File: config.mk
export PLATFORM = sky130hd
export DESIGN_NAME = rdmx_xmit_fe_q
export DESIGN_NICKNAME = d
export VERILOG_FILES = /design/src/rtl/rdmx_xmit_fe_q.sv
export SDC_FILE = /design/constraint.sdc
export NUM_CORES = 1
export LEC_CHECK = 0
export BUFFER_PORTS_ARGS = -buffer_cell sky130_fd_sc_hd__buf_2
export CORE_AREA = 2 2 522 524
export CTS_CLUSTER_DIAMETER = 100
export DETAILED_ROUTE_END_ITERATION = 10
export DIE_AREA = 0 0 524 526
export PLACE_DENSITY = 0.45
export SLEW_MARGIN = 20
export SYNTH_ARGS = -nofsm -noshare
export SYNTH_HDL_FRONTEND = slang
export SYNTH_SLANG_ARGS = --single-unit
File: constraint.sdc
create_clock -name clk -period 28.6 [get_ports clk]
set_input_delay 5.72 -clock clk [delete_from_list [all_inputs] [get_ports clk]]
set_output_delay 5.72 -clock clk [all_outputs]
set_load 0.05 [all_outputs]
File: src/rtl/rdmx_xmit_fe_q.sv
// Write-only AXI front end: queues AW requests, streams W beats straight to
// AXIS_DATA, builds a per-packet metadata word and returns in-order B responses.
// Handshakes: a transfer happens on a rising clk edge where valid and ready
// are both high; a source holds valid and its payload until that edge, and
// ready may depend combinationally on valid.
module rdmx_xmit_fe_q #(
  parameter int DW        = 512,
  parameter int AW        = 64,
  parameter int UW        = 32,
  parameter int IDW       = 4,
  parameter int AWQ_DEPTH = 8,
  parameter int MAX_BYTES = 4096
) (
  input  logic              clk,
  input  logic              reset,
  input  logic [AW-1:0]     S_AXI_AWADDR,
  input  logic [UW-1:0]     S_AXI_AWUSER,
  input  logic [IDW-1:0]    S_AXI_AWID,
  input  logic [7:0]        S_AXI_AWLEN,
  input  logic              S_AXI_AWVALID,
  output logic              S_AXI_AWREADY,
  input  logic [DW-1:0]     S_AXI_WDATA,
  input  logic [DW/8-1:0]   S_AXI_WSTRB,
  input  logic              S_AXI_WLAST,
  input  logic              S_AXI_WVALID,
  output logic              S_AXI_WREADY,
  output logic [IDW-1:0]    S_AXI_BID,
  output logic [1:0]        S_AXI_BRESP,
  output logic              S_AXI_BVALID,
  input  logic              S_AXI_BREADY,
  output logic [AW-1:0]     AXIS_META_TDATA,
  output logic [UW+16:0]    AXIS_META_TUSER,
  output logic              AXIS_META_TVALID,
  input  logic              AXIS_META_TREADY,
  output logic [DW-1:0]     AXIS_DATA_TDATA,
  output logic              AXIS_DATA_TLAST,
  output logic              AXIS_DATA_TVALID,
  input  logic              AXIS_DATA_TREADY
);

  localparam int SW = DW / 8;
  localparam int PW = (AWQ_DEPTH > 1) ? $clog2(AWQ_DEPTH) : 1;
  localparam int CW = PW + 1;
  localparam int EW = AW + UW + IDW + 8;
  localparam int BW = IDW + 2;
  localparam logic [CW-1:0] DEPTH_C = CW'(AWQ_DEPTH);
  localparam logic [15:0]   MAX_C   = 16'(MAX_BYTES);

  // AW queue: {addr, user, id, len}
  logic [EW-1:0]  awq_mem_q [AWQ_DEPTH];
  logic [PW-1:0]  awq_wr_ptr_q, awq_wr_ptr_d, awq_rd_ptr_q, awq_rd_ptr_d;
  logic [CW-1:0]  awq_cnt_q, awq_cnt_d;
  // B queue: {id, resp}
  logic [BW-1:0]  bq_mem_q [AWQ_DEPTH];
  logic [PW-1:0]  bq_wr_ptr_q, bq_wr_ptr_d, bq_rd_ptr_q, bq_rd_ptr_d;
  logic [CW-1:0]  bq_cnt_q, bq_cnt_d;
  // packet accumulators
  logic [15:0]    acc_q, acc_d;
  logic [8:0]     beat_cnt_q, beat_cnt_d;
  // metadata register
  logic           meta_valid_q, meta_valid_d;
  logic [AW-1:0]  meta_addr_q, meta_addr_d;
  logic [UW+16:0] meta_tuser_q, meta_tuser_d;

  logic [EW-1:0]  head;
  logic [AW-1:0]  head_addr;
  logic [UW-1:0]  head_user;
  logic [IDW-1:0] head_id;
  logic [7:0]     head_len;
  logic           awq_full, awq_empty, bq_full, gate;
  logic           aw_push, w_hs, last_hs, b_pop, pkt_err;
  logic [15:0]    beat_bytes, plen;
  logic [BW-1:0]  b_head;

  assign head      = awq_mem_q[awq_rd_ptr_q];
  assign head_addr = head[EW-1 -: AW];
  assign head_user = head[UW+IDW+7 -: UW];
  assign head_id   = head[IDW+7 -: IDW];
  assign head_len  = head[7:0];

  assign awq_full  = (awq_cnt_q == DEPTH_C);
  assign awq_empty = (awq_cnt_q == '0);
  assign bq_full   = (bq_cnt_q == DEPTH_C);

  // A last beat may only pass when its metadata and B response have room.
  assign gate = !awq_empty && (!S_AXI_WLAST || (!meta_valid_q && !bq_full));

  assign S_AXI_AWREADY    = !reset && !awq_full;
  assign S_AXI_WREADY     = AXIS_DATA_TREADY && gate;
  assign AXIS_DATA_TVALID = S_AXI_WVALID && gate;
  assign AXIS_DATA_TDATA  = S_AXI_WDATA;
  assign AXIS_DATA_TLAST  = S_AXI_WLAST;

  assign aw_push = S_AXI_AWVALID && S_AXI_AWREADY;
  assign w_hs    = S_AXI_WVALID && S_AXI_WREADY;
  assign last_hs = w_hs && S_AXI_WLAST;
  assign b_pop   = S_AXI_BVALID && S_AXI_BREADY;

  assign b_head       = bq_mem_q[bq_rd_ptr_q];
  assign S_AXI_BVALID = (bq_cnt_q != '0);
  assign S_AXI_BID    = b_head[BW-1 -: IDW];
  assign S_AXI_BRESP  = b_head[1:0];

  assign AXIS_META_TVALID = meta_valid_q;
  assign AXIS_META_TDATA  = meta_addr_q;
  assign AXIS_META_TUSER  = meta_tuser_q;

  // Byte count of the current beat is the number of set strobes.
  always_comb begin
    beat_bytes = '0;
    for (int i = 0; i < SW; i++) beat_bytes = beat_bytes + {15'd0, S_AXI_WSTRB[i]};
  end

  assign plen    = acc_q + beat_bytes;
  assign pkt_err = ((beat_cnt_q + 9'd1) != ({1'b0, head_len} + 9'd1)) || (plen > MAX_C);

  // Next-state for queue pointers, accumulators and the metadata register.
  always_comb begin
    awq_wr_ptr_d = awq_wr_ptr_q;
    awq_rd_ptr_d = awq_rd_ptr_q;
    awq_cnt_d    = awq_cnt_q;
    bq_wr_ptr_d  = bq_wr_ptr_q;
    bq_rd_ptr_d  = bq_rd_ptr_q;
    bq_cnt_d     = bq_cnt_q;
    acc_d        = acc_q;
    beat_cnt_d   = beat_cnt_q;
    meta_valid_d = meta_valid_q;
    meta_addr_d  = meta_addr_q;
    meta_tuser_d = meta_tuser_q;

    if (aw_push) awq_wr_ptr_d = awq_wr_ptr_q + PW'(1);
    if (last_hs) awq_rd_ptr_d = awq_rd_ptr_q + PW'(1);
    case ({aw_push, last_hs})
      2'b10:   awq_cnt_d = awq_cnt_q + CW'(1);
      2'b01:   awq_cnt_d = awq_cnt_q - CW'(1);
      default: awq_cnt_d = awq_cnt_q;
    endcase

    if (last_hs) bq_wr_ptr_d = bq_wr_ptr_q + PW'(1);
    if (b_pop)   bq_rd_ptr_d = bq_rd_ptr_q + PW'(1);
    case ({last_hs, b_pop})
      2'b10:   bq_cnt_d = bq_cnt_q + CW'(1);
      2'b01:   bq_cnt_d = bq_cnt_q - CW'(1);
      default: bq_cnt_d = bq_cnt_q;
    endcase

    if (w_hs) begin
      if (S_AXI_WLAST) begin
        acc_d      = '0;
        beat_cnt_d = '0;
      end else begin
        acc_d      = plen;
        beat_cnt_d = beat_cnt_q + 9'd1;
      end
    end

    if (meta_valid_q && AXIS_META_TREADY) meta_valid_d = 1'b0;
    if (last_hs) begin
      meta_valid_d = 1'b1;
      meta_addr_d  = head_addr;
      meta_tuser_d = {pkt_err, plen, head_user};
    end
  end

  // Control state with asynchronous reset.
  always_ff @(posedge clk or posedge reset) begin
    if (reset) begin
      awq_wr_ptr_q <= '0;
      awq_rd_ptr_q <= '0;
      awq_cnt_q    <= '0;
      bq_wr_ptr_q  <= '0;
      bq_rd_ptr_q  <= '0;
      bq_cnt_q     <= '0;
      acc_q        <= '0;
      beat_cnt_q   <= '0;
      meta_valid_q <= 1'b0;
      meta_addr_q  <= '0;
      meta_tuser_q <= '0;
    end else begin
      awq_wr_ptr_q <= awq_wr_ptr_d;
      awq_rd_ptr_q <= awq_rd_ptr_d;
      awq_cnt_q    <= awq_cnt_d;
      bq_wr_ptr_q  <= bq_wr_ptr_d;
      bq_rd_ptr_q  <= bq_rd_ptr_d;
      bq_cnt_q     <= bq_cnt_d;
      acc_q        <= acc_d;
      beat_cnt_q   <= beat_cnt_d;
      meta_valid_q <= meta_valid_d;
      meta_addr_q  <= meta_addr_d;
      meta_tuser_q <= meta_tuser_d;
    end
  end

  // Queue storage; contents are only meaningful below the occupancy count.
  always_ff @(posedge clk) begin
    if (aw_push) awq_mem_q[awq_wr_ptr_q] <= {S_AXI_AWADDR, S_AXI_AWUSER, S_AXI_AWID, S_AXI_AWLEN};
    if (last_hs) bq_mem_q[bq_wr_ptr_q]   <= {head_id, (pkt_err ? 2'b10 : 2'b00)};
  end

endmodule
**After elaboration in Yosys (flattened, before gate mapping)**

Memories as Yosys holds them, arrays and structs flattened.
Index checks and enable logic that the tools add are counted.

- Word-level logic and storage cells: 129
- Output and inout port bits: 637
- Bits of input ports: 692
- Memories kept: 2
- Bits in registers: 159
- Bits in writable memories: 912

- Eq/ne operators: 7
- $add $sub $neg: 74
- Order comparisons: 1
- Mux-type cells: 11
- Reductions and logical operators: 23

Memory list:

| memory | depth | width | read ports | clocked after Yosys merged registers in | write ports | line | RTL |
|---|---|---|---|---|---|---|---|
| awq_mem_q | 8 | 108 | 1 | 0 | 1 | 50 | `logic [EW-1:0] awq_mem_q [AWQ_DEPTH];` |
| bq_mem_q | 8 | 6 | 1 | 0 | 1 | 54 | `logic [BW-1:0] bq_mem_q [AWQ_DEPTH];` |

Operator list:

| cell | number |
|---|---|
| adder 16 x 1 -> 16 bit | 48 |
| adder 15 x 1 -> 16 bit | 1 |
| adder 16 bit | 1 |
| > comparator 16 x 13 -> 1 bit (second input constant) | 1 |
| 2-to-1 mux 16 bit | 1 |
| one-hot mux 4 bit (2 select lines) | 2 |
| adder 14 x 1 -> 15 bit | 1 |
| adder 13 x 1 -> 14 bit | 1 |
| adder 12 x 1 -> 13 bit | 1 |
| adder 11 x 1 -> 12 bit | 1 |
| adder 3 x 1 -> 3 bit (second input constant) | 4 |
| adder 10 x 1 -> 11 bit | 1 |
| adder 9 x 1 -> 10 bit | 1 |
| logical AND 1 bit | 10 |
| adder 8 x 1 -> 9 bit | 1 |
| adder 8 x 1 -> 9 bit (second input constant) | 1 |
| adder 9 x 1 -> 9 bit (second input constant) | 1 |
| 2-to-1 mux 9 bit | 1 |
| inequality test 9 bit | 1 |
| adder 4 x 1 -> 4 bit (second input constant) | 2 |
| adder 7 x 1 -> 8 bit | 1 |
| == test 4 bit (second input constant) | 2 |
| subtractor 4 x 1 -> 4 bit (second input constant) | 2 |
| adder 6 x 1 -> 7 bit | 1 |
| other kinds (14) | 29 |

**Longest topological paths before layout**

- Word-level depth: 67
- Gate-level depth with buffers: 23
- Mapped depth without buffers: 23

**Worst setup path before layout**

No wires, ideal clock.

- Path kind: input-to-reg
- Start point: input port reset
- End point: memory awq_mem_q[0][0] in the netlist's numbering, enable pin
- Path buffers: 1
- Setup slack: 13,506 ps
- Arrival time: 14,387 ps
- Stages on the path: 5
- Cell sequence: a21oi_1 > and2_1 > clkbuf_1 > nand2b_1 > nor3_1

- Word-level cells in the longest chain between the ends: 5

RTL lines:

| what | line | RTL |
|---|---|---|
| from (decl) | 15 | `input logic reset,` |
| zero test 1 bit (no source line) | -- |  |
| logical AND 1 bit | 88 | `assign S_AXI_AWREADY = !reset && !awq_full;` |
| logical AND 1 bit | 94 | `assign aw_push = S_AXI_AWVALID && S_AXI_AWREADY;` |
| 2-to-1 mux 1 bit | 196 | `if (aw_push) awq_mem_q[awq_wr_ptr_q] <= {S_AXI_AWADDR, S_AXI_AWUSER, S_AXI_AWID, S_AXI_AWLEN};` |
| 2-to-1 mux 1 bit (not written as such) | 196 |  |
| to (decl) | 50 |  |

No other way between the ends.

**Worst setup path after layout**

- Start point: input port S_AXI_WLAST
- End point: output port AXIS_DATA_TVALID

- Word-level cells in the longest chain between the ends: 4

RTL lines:

| what | line | RTL |
|---|---|---|
| from (decl) | 24 | `input logic S_AXI_WLAST,` |
| zero test 1 bit | 86 | `assign gate = !awq_empty && (!S_AXI_WLAST \|\| (!meta_valid_q && !bq_full));` |
| logical OR 1 bit | 86 |  |
| logical AND 1 bit | 86 |  |
| logical AND 1 bit | 90 | `assign AXIS_DATA_TVALID = S_AXI_WVALID && gate;` |
| to (decl) | 37 | `output logic AXIS_DATA_TVALID,` |

No other way between the ends.

==> flow_summary.yaml <==
global_route:
  antenna_found_initial: 57
  grt_usage_pct: 19.15
  overflow: 0
  grt_pass1_wl_um: 326500
  grt_pass1_vias: 23559
  grt_max_degree: 91
clocking:
  htreeDepth: 3
  cts-resized-gates: 0
  clk_latency_ns: 0.73
  cts_tree: "yes"
  cts-root-buf: "clkbuf_16"
  hold_buffers: 0
  cts_buffers: 107
  cts_buffer_depth: 3
  cts_sinks: 1063
  path_clk_slew_ns: 0.06
  cts_setup_buffers: 0
hold_path:
  hold_path.class: "flip-flop to flip-flop"
yosys:
  postSynthCellCount: 2799
  synth-seq-area-share_pct: 67.05
  synth_edf_count: 904
  synth_nets: 3588
  synthFlopType: "edfxtp_1"
  synth.avg_cell_area_um2: 16.58
  synth-seq-cells: 1063
  async_reset_ff_share_pct: 14.96
  yosysWarnings: 0
  netlist_area_um2: 46420
  synthDistinctLibCells: 57
timing:
  grt_setup_unrepaired: "no"
  setup_slack_ns: 15.21
  slew_headroom_pct: 28.54
  setup_tns_ns: 0
  hold_slack_ns: 0.4772
  finalHoldViolCount: 0
  setup_viol: 0
  skew_ns: 0.05279
  tightest_slew_ns: 1.072
  report.final.slew_viol_count: 0
  fmax_mhz: 74.69
  post-route-period-util_pct: 46.82
  finalCriticalPeriod_ns: 13.39
power:
  p_sw_share_pct: 40.54
  seq_power_share_pct: 32.7
  vdd_ir_drop_max_uv: 209.1
  clkPwrFrac_pct: 23.3
  combinationalPowerShare_pct: 44.0
  p_int_mw: 3.701
  p_per_area_nw_per_um2: 119.3
  p_sw_mw: 2.523
  p_leak_nw: 17.62
run_status:
  outcome: "finished clean"
layout:
  final_nets: 3421
  final_area_um2: 52180
  syn_to_final_growth_pct: 12.42
  fillCellCount: 28661
  drive_gt1_share_pct: 28.66
  final_cell_mix: "904 x edfxtp_1, 303 x buf_2, 232 x nand2_1"
  layout_commonest_cell: "edfxtp_1"
  fin_cells: 6300
critical_path:
  required_ns: 22.88
  crit_buf_inv: 4
  start_kind: "input port"
  cp_top_family: "buffers and inverters"
  worstPathMaxFanout: 22
  cp-end-kind: "primary output"
  worstSetupPathType: "input port to primary output"
  r2r_slack_ns: 21.08
  path_cells: "buf_2 -> buf_4 -> inv_1 -> o21ai_0 -> nor2_1 -> buf_2"
  max_stage_delay_ns: 0.66
  crit_arrival_ns: 7.67
  path_common_cell: "buf_2"
  slowest_stage: "nor2_1"
place:
  dp_cells: 6092
  dp_hpwl_um: 222400
  port_buffers: 303
  preCtsSetupSlack_ns: 14.99
  gp_congestion: 0.9377
  post_dp_cell_area_um2: 48510
die:
  start_util_pct: 17.20
  die-height_um: 526
  coreArea_um2: 269800
  io_pins: 1329
  rows: 191
  design.die.area_um2: 275600
  die_width_um: 524
routing:
  antenna_left: 0
  dr.first_iter.drc_count: 1822
  drc: 0
  vias: 23607
  wl_per_cell_um: 43.22
  wirelength_um: 272300
  drt_first_pass_iters: 5
  viasPerCell: 3.747
flow_run:
  cap_violations: 0
## routing by layer
layer / track usage, % / vias to the layer above / routed length (um)
li1: - / 9546 / -
met1: 13.13 / 11878 / 63110
met2: 28.80 / 1826 / 117900
met3: 27.33 / 287 / 84430
met4: 3.536 / 70 / 5272
met5: 3.843 / - / 1517
## metrics by stage
step                      power (mW)  utilization (%)
after floorplan                4.107                -
after global placement         4.854            17.98
after detailed placement       4.871            17.98
after CTS                      6.338            19.32
after global routing           6.598            19.33
final                          6.224            19.34
## kinds of logic (layout without fill, tap and decap cells)
| group | count (synthesis) | in the layout | synth area share, % |
|---|---|---|---|
| AO/OA/AOI/OAI | 198 | 198 | 2.569 |
| multiplexers | 292 | 292 | 12.46 |
| adder cells (fa/ha/maj) | 97 | 97 | 3.553 |
| buffers and inverters | 728 | 651 | 10.17 |
| other | 1 | 9 | 0.008079 |
| flip-flops | 1063 | 1063 | 67.05 |
| XOR/XNOR | 45 | 45 | 0.9111 |
| AND/OR/NAND/NOR | 375 | 375 | 3.281 |
## power by group through the flow
stage                     sequential, mW  combinational (mW)  clock, mW
after global placement              2.07                2.78          0
after CTS                           2.05                2.80       1.49
final                               2.04                2.74       1.45
after detailed placement            2.08                2.79          0
after global routing                2.06                2.99       1.54
after floorplan                     2.26                1.85          0
## synthesized netlist by cell type, drive strengths merged (39+ instances only)
library cell / number / area (um^2)
dfrtp: 159 / 3979
nor2: 85 / 319.1
fa: 58 / 1161
o21ai: 77 / 385.4
nand2: 234 / 878.3
inv: 106 / 397.9
buf: 559 / 4085
mux2i: 44 / 440.4
clkbuf: 62 / 232.7
edfxtp: 904 / 27150
a31oi: 63 / 394.1
mux4: 225 / 5079
ha: 39 / 488.0
## sequential cells by signal, indices dropped and copies added, names as in the netlist
register and cells:
awq_mem_q 864, acc_q 16, awq_rd_ptr_q 3, bq_cnt_q 4, bq_mem_q 40, AXIS_META_TUSER 49
AXIS_META_TVALID 1, awq_cnt_q 4, bq_wr_ptr_q 3, awq_wr_ptr_q 3, bq_rd_ptr_q 3, AXIS_META_TDATA 64
beat_cnt_q 9
## worst register-to-register path, cell delays in order (launching register included)
cell and delay, ns:
dfrtp_1 0.36, inv_1 0.23, fa_1 0.47, fa_1 0.52, fa_1 0.43, fa_1 0.47, fa_1 0.59, fa_1 0.46
fa_1 0.46, fa_1 0.42, fa_1 0.47, nor2b_1 0.18, o31ai_1 0.17, a21oi_1 0.22, o21ai_0 0.13, a2111oi_0 0.57
o2111ai_1 0.29, a211oi_2 0.41, nand2_1 0.32
## final timing paths
path,startpoint,endpoint,cells past startpoint
max,S_AXI_WLAST,AXIS_DATA_TVALID,6
min,AXIS_META_TDATA[34],AXIS_META_TDATA[34],2
max reg2reg,acc_q[0],bq_mem_q[2][1],18
min reg2reg,AXIS_META_TDATA[34],AXIS_META_TDATA[34],2
max in group asynchronous,reset,awq_rd_ptr_q[2],3
min in group asynchronous,reset,awq_cnt_q[2],2
## cell type report
cell class,count,area [um^2],area share [%]
antenna,8,20.02,0.03836
clock buffer,139,2938,5.630
clock inverter,60,681.9,1.307
inverter,107,416.7,0.7984
multi-input combinational,1008,10650,20.40
sequential,1063,31140,59.67
tap,3570,4467,8.560
timing repair buffer,345,1877,3.597
(Power assumes the default switching activity.)
